--- src/rtl/uart_rx.sv ---
// uart_rx: 8N1 UART receiver with mid-bit oversampled sampling.
//
// The RX pin is brought into the clock domain through a two-flop synchronizer.
// A falling edge on the synchronized line starts a frame. The start bit is
// re-checked at its midpoint to reject glitches. Each of the eight data bits
// (LSB first) and the stop bit are then sampled one bit period apart. A good
// stop bit publishes the byte. A low stop bit reports a framing error and
// parks the receiver until the line returns high.
//
// Parameters:
//   CLKS_PER_BIT  clock cycles per UART bit (>= 4)
//
// Ports:
//   clk           system clock
//   rst           asynchronous active-high reset
//   rx            serial input, asynchronous to clk, idles high
//   rx_valid      one-cycle pulse, rx_data holds a new byte
//   rx_data       last good byte, stable until the next rx_valid
//   rx_frame_err  one-cycle pulse, stop bit was sampled low
//   rx_active     high whenever the receiver is not idle

`timescale 1ns/1ps

module uart_rx #(
   parameter int unsigned CLKS_PER_BIT = 104
) (
   input  logic       clk,
   input  logic       rst,
   input  logic       rx,
   output logic       rx_valid,
   output logic [7:0] rx_data,
   output logic       rx_frame_err,
   output logic       rx_active
);

   localparam int unsigned HALF_BIT = CLKS_PER_BIT / 2;
   localparam int unsigned CNT_W    = $clog2(CLKS_PER_BIT);

   // Compare values; both fit in CNT_W bits, so the counter never wraps early.
   localparam logic [CNT_W-1:0] CNT_LAST  = CNT_W'(CLKS_PER_BIT - 1);
   localparam logic [CNT_W-1:0] HALF_LAST = CNT_W'(HALF_BIT - 1);

   typedef enum logic [2:0] {
      StIdle,
      StStart,
      StData,
      StStop,
      StBreak
   } state_e;

   // Synchronizer and edge-detect history. Reset high so that reset
   // release on an idle line never looks like a start edge.
   logic rx_meta;
   logic rx_s;
   logic rx_s_prev;

   state_e           state_q, state_d;
   logic [CNT_W-1:0] cnt_q, cnt_d;
   logic [2:0]       bit_q, bit_d;
   logic [7:0]       shift_q, shift_d;
   logic [7:0]       data_q, data_d;
   logic             valid_q, valid_d;
   logic             ferr_q, ferr_d;

   always_ff @(posedge clk or posedge rst) begin
      if (rst) begin
         rx_meta   <= 1'b1;
         rx_s      <= 1'b1;
         rx_s_prev <= 1'b1;
      end else begin
         rx_meta   <= rx;
         rx_s      <= rx_meta;
         rx_s_prev <= rx_s;
      end
   end

   always_ff @(posedge clk or posedge rst) begin
      if (rst) begin
         state_q <= StIdle;
         cnt_q   <= '0;
         bit_q   <= '0;
         shift_q <= '0;
         data_q  <= '0;
         valid_q <= 1'b0;
         ferr_q  <= 1'b0;
      end else begin
         state_q <= state_d;
         cnt_q   <= cnt_d;
         bit_q   <= bit_d;
         shift_q <= shift_d;
         data_q  <= data_d;
         valid_q <= valid_d;
         ferr_q  <= ferr_d;
      end
   end

   always_comb begin
      state_d = state_q;
      cnt_d   = cnt_q;
      bit_d   = bit_q;
      shift_d = shift_q;
      data_d  = data_q;
      valid_d = 1'b0;
      ferr_d  = 1'b0;

      unique case (state_q)
         StIdle: begin
            cnt_d = '0;
            bit_d = '0;
            if (!rx_s && rx_s_prev) begin
               state_d = StStart;
            end
         end

         StStart: begin
            if (cnt_q == HALF_LAST) begin
               cnt_d = '0;
               bit_d = '0;
               // A line already back high at mid start bit was a glitch.
               state_d = rx_s ? StIdle : StData;
            end else begin
               cnt_d = cnt_q + CNT_W'(1);
            end
         end

         StData: begin
            if (cnt_q == CNT_LAST) begin
               cnt_d   = '0;
               // Right shift: bit 0 enters first and ends up in shift_q[0].
               shift_d = {rx_s, shift_q[7:1]};
               if (bit_q == 3'd7) begin
                  bit_d   = '0;
                  state_d = StStop;
               end else begin
                  bit_d = bit_q + 3'd1;
               end
            end else begin
               cnt_d = cnt_q + CNT_W'(1);
            end
         end

         StStop: begin
            if (cnt_q == CNT_LAST) begin
               cnt_d = '0;
               if (rx_s) begin
                  data_d  = shift_q;
                  valid_d = 1'b1;
                  state_d = StIdle;
               end else begin
                  ferr_d  = 1'b1;
                  state_d = StBreak;
               end
            end else begin
               cnt_d = cnt_q + CNT_W'(1);
            end
         end

         StBreak: begin
            // Level, not edge: any high line ends the break.
            cnt_d = '0;
            if (rx_s) begin
               state_d = StIdle;
            end
         end

         default: begin
            state_d = StIdle;
            cnt_d   = '0;
            bit_d   = '0;
         end
      endcase
   end

   assign rx_valid     = valid_q;
   assign rx_frame_err = ferr_q;
   assign rx_data      = data_q;
   assign rx_active    = (state_q != StIdle);

endmodule

--- config.mk ---
export PLATFORM = sky130hd
export DESIGN_NAME = uart_rx
export DESIGN_NICKNAME = d
export VERILOG_FILES = /design/src/rtl/uart_rx.sv
export SDC_FILE = /design/constraint.sdc
export NUM_CORES = 1
export LEC_CHECK = 0
export ABC_AREA = 1
export CAP_MARGIN = 5
export CORE_MARGIN = 4
export CORE_UTILIZATION = 36
export CTS_CLUSTER_DIAMETER = 30
export DETAILED_ROUTE_END_ITERATION = 16
export PLACE_DENSITY = 0.61
export REMOVE_ABC_BUFFERS = 1
export SLEW_MARGIN = 20
export SYNTH_ARGS = -nofsm -noshare
export SYNTH_HDL_FRONTEND = slang
export SYNTH_SLANG_ARGS = --single-unit
--- constraint.sdc ---
create_clock -name clk -period 1.4 [get_ports clk]
set_clock_uncertainty 0.05 [all_clocks]
set_input_delay 0.28 -clock clk [delete_from_list [all_inputs] [get_ports clk]]
set_output_delay 0.28 -clock clk [all_outputs]
set_load 0.1 [all_outputs]
==> results.json <==
{
  "clkLatencyLatePin_ps": 290,
  "synthCells": 167,
  "reg2reg_slack_ps": -150,
  "antenna_found_initial": 0,
  "fmax_mhz": 643.7,
  "fin_crit_sh_pct": 111.0,
  "setup_slack_ps": -153.6,
  "grt_busiest_layer": "met2",
  "synth.area.mux_share_pct": 0,
  "synth_cell_types": 25,
  "hold_violations": 0,
  "ant_nets": 0,
  "clock-sinks": 34,
  "synth-xor-area-share_pct": 2.864,
  "p_leak_nw": 1.063,
  "synth_top_family_by_area": "simple AND/OR/NAND/NOR gates",
  "fin_setup_tns_ps": -1324,
  "synth_compound_area_share_pct": 6.628,
  "wire_per_inst_um": 12.07,
  "drive_gt1_share_pct": 35.44,
  "nFillCells": 349,
  "final_nets": 212,
  "instances_no_fill": 256,
  "power.density_nw_per_um2": 1381,
  "crit_slowest_cell": "dfrtp_1",
  "grtUsageMet2_pct": 19.17,
  "hpwl_mm": 1.845,
  "die_width_um": 73.17,
  "grt_pass1_wl_mm": 4.823,
  "crit_required_ps": 1520,
  "grt_pass1_vias": 1135,
  "timing.final.max_slew_violations": 0,
  "setup_viol": 17,
  "cp-start-kind": "flop",
  "hold_buffers": 0,
  "core-area_sq_um": 4058,
  "yosys.area_share.simple_pct": 23.00,
  "dieArea_sq_um": 5354,
  "cts-buffers-inserted": 5,
  "vdd_ir_drop_max_uv": 640.7,
  "drtIter0Drc": 64,
  "cp_data_arrival_time_ps": 1670,
  "synth_area_leaders": "dfrtp_1 (51%), nand2_1 (9.6%), inv_1 (5.9%)",
  "start_util_pct": 37.68,
  "cts_root_buffer": "clkbuf_8",
  "wl_mm": 3.089,
  "gr-usage-met3_pct": 4.270,
  "status": "finished, violations left",
  "cp_top_family": "buffers and inverters",
  "io_pins": 14,
  "ys_seq_area_share_pct": 55.89,
  "place_congestion": 0.8361,
  "min_path_type": "in2async",
  "rsz0062_at_grt": "true",
  "cp_max_fo": 8,
  "antenna_cells": 0,
  "rows": 23,
  "h-tree-depth": 2,
  "die_y_um": 73.17,
  "synth_fa_ha_area_share_pct": 3.273,
  "stdcell_area_sq_um": 2230,
  "ys_ff_latch": 34,
  "failed_checks": "negative setup slack",
  "slew_headroom_pct": 87.12,
  "port_buffers": 13,
  "yosys_warnings": 0,
  "cp-end-kind": "flop",
  "netlist_area_sq_um": 1529,
  "grt_use_met1_pct": 13.71,
  "cp_cell_sequence": "buf_4 -> nor2_4 -> nand2_4 -> nor3_4 -> buf_12 -> clkbuf_16 -> o21ai_1",
  "clk_pin_slew_ps": 70,
  "cap_violations": 0,
  "place_area_sq_um": 1914,
  "overflow": 0,
  "vias": 1200,
  "dp_cells": 237,
  "dr.pass1.iters": 4,
  "syn_avg_cell_area_sq_um": 9.155,
  "vias_per_cell": 4.688,
  "area_growth_pct": 45.83,
  "max_stage_delay_ps": 410,
  "synth_top_area_share_pct": 50.74,
  "worst_pin_slew_ps": 192.6,
  "holdWs_ps": 275.2,
  "crit_type": "reg2reg",
  "synth_top_area_cell": "dfrtp_1",
  "path_buf_inv": 3,
  "grt.total_usage_pct": 11.72,
  "min_period_ps": 1554,
  "drc_errors": 0,
  "cts_buffer_depth": 2,
  "grt_max_degree": 35,
  "cts_tree": "done"
}
==> per-layer routing <==
layer,wire length [um],vias to the layer above
li1,-,585
met1,1204,560
met2,1662,40
met3,146,15
met4,76,0
met5,0,-
==> registers in the layout, summed over array words and instances (netlist names), 3 cells and up <==
register,count
rx_data,8
bit_q,3
cnt_q,7
shift_q,8
state_q,3
==> report_power, final <==
part / internal, W / switching [W]
sequential: 0.00108 / 0.0000726
clock: 0.000396 / 0.000339
combinational: 0.000491 / 0.000704
==> final cells by class <==
class / instances / area, sq um / share of cell area, %
clock buffer: 7 / 86.33 / 3.872
clock inverter: 1 / 5.005 / 0.2245
inverter: 26 / 100.1 / 4.489
multi-input combinational: 104 / 638.1 / 28.62
sequential: 34 / 854.6 / 38.33
tap: 50 / 62.56 / 2.806
timing repair buffer: 34 / 483.0 / 21.66
==> metrics by stage <==
| stage | setup WS, ps | util, % | total power, W |
|---|---|---|---|
| floorplan | -151.1 | - | 0.001724 |
| detailed placement | -102.8 | 47.18 | 0.002010 |
| global placement | -47.46 | 47.18 | 0.001981 |
| finish | -153.6 | 54.95 | 0.003080 |
| CTS | -86.81 | 49.92 | 0.002805 |
| global route | -200.9 | 54.95 | 0.003265 |
==> cell usage after synthesis <==
cell	n
a21oi_1	4
buf_4	1
buf_6	2
dfrtp_1	31
dfstp_2	3
ha_1	4
inv_1	24
inv_2	2
nand2_1	39
nand2_2	2
nand3_1	7
nand3_4	1
nand3b_1	1
nand4_1	2
nor2_1	18
nor2_2	3
nor2_4	1
nor3_4	1
o21ai_0	6
o21ai_1	7
o21ai_2	1
o21bai_1	1
or2_2	1
xnor2_1	2
xor2_1	3
==> worst paths after layout <==
path                       startpoint           end  cells past startpoint
min                               rst  rx_frame_err                      3
min in group clk              rx_meta          rx_s                      0
min reg2reg                   rx_meta          rx_s                      0
max reg2reg                state_q[2]    rx_data[5]                      7
max in group asynchronous         rst       rx_meta                      3
max                        state_q[2]    rx_data[5]                      7
==> cells in the final DEF, fill, tap and decap left out, types with 2 or more instances in the layout <==
master,instances
nand2_1,32
dfrtp_1,31
inv_1,22
nor2_1,15
buf_12,15
buf_4,15
o21ai_1,10
nand2_2,6
clkbuf_8,6
nor2_4,4
a21oi_1,4
nand3_1,4
inv_2,3
nor2_2,3
nand2_4,3
xor2_1,3
ha_2,3
dfstp_2,3
nand3_4,2
nand3_2,2
o21ai_2,2
nand4_1,2
xnor2_1,2
o21ai_0,2
clkbuf_16,2
clkdlybuf4s50_1,2
==> cells by family (layout without fill, tap and decap cells) <==
family	count (synthesis)	count (layout)
and+or+nand+nor	76	76
DFF	34	34
buffers and inverters	29	68
AOI/OAI and AO/OA	19	19
xor gates and xnor gates	5	5
adders and majority gates	4	4
==> worst min-delay path, cell delays in order <==
cell	delay [ps]
clkdlybuf4s50_1	390
inv_1	90
buf_12	210
==> repair_timing <==
| action | CTS | global route |
|---|---|---|
| gates cloned | 0 | 2 |
| resized for setup | 8 | 24 |
| pin swaps | 3 | 5 |
| endpoints found under the setup margin | 27 | 30 |
| buffers inserted | 0 | 9 |
(Power assumes the default switching activity.)
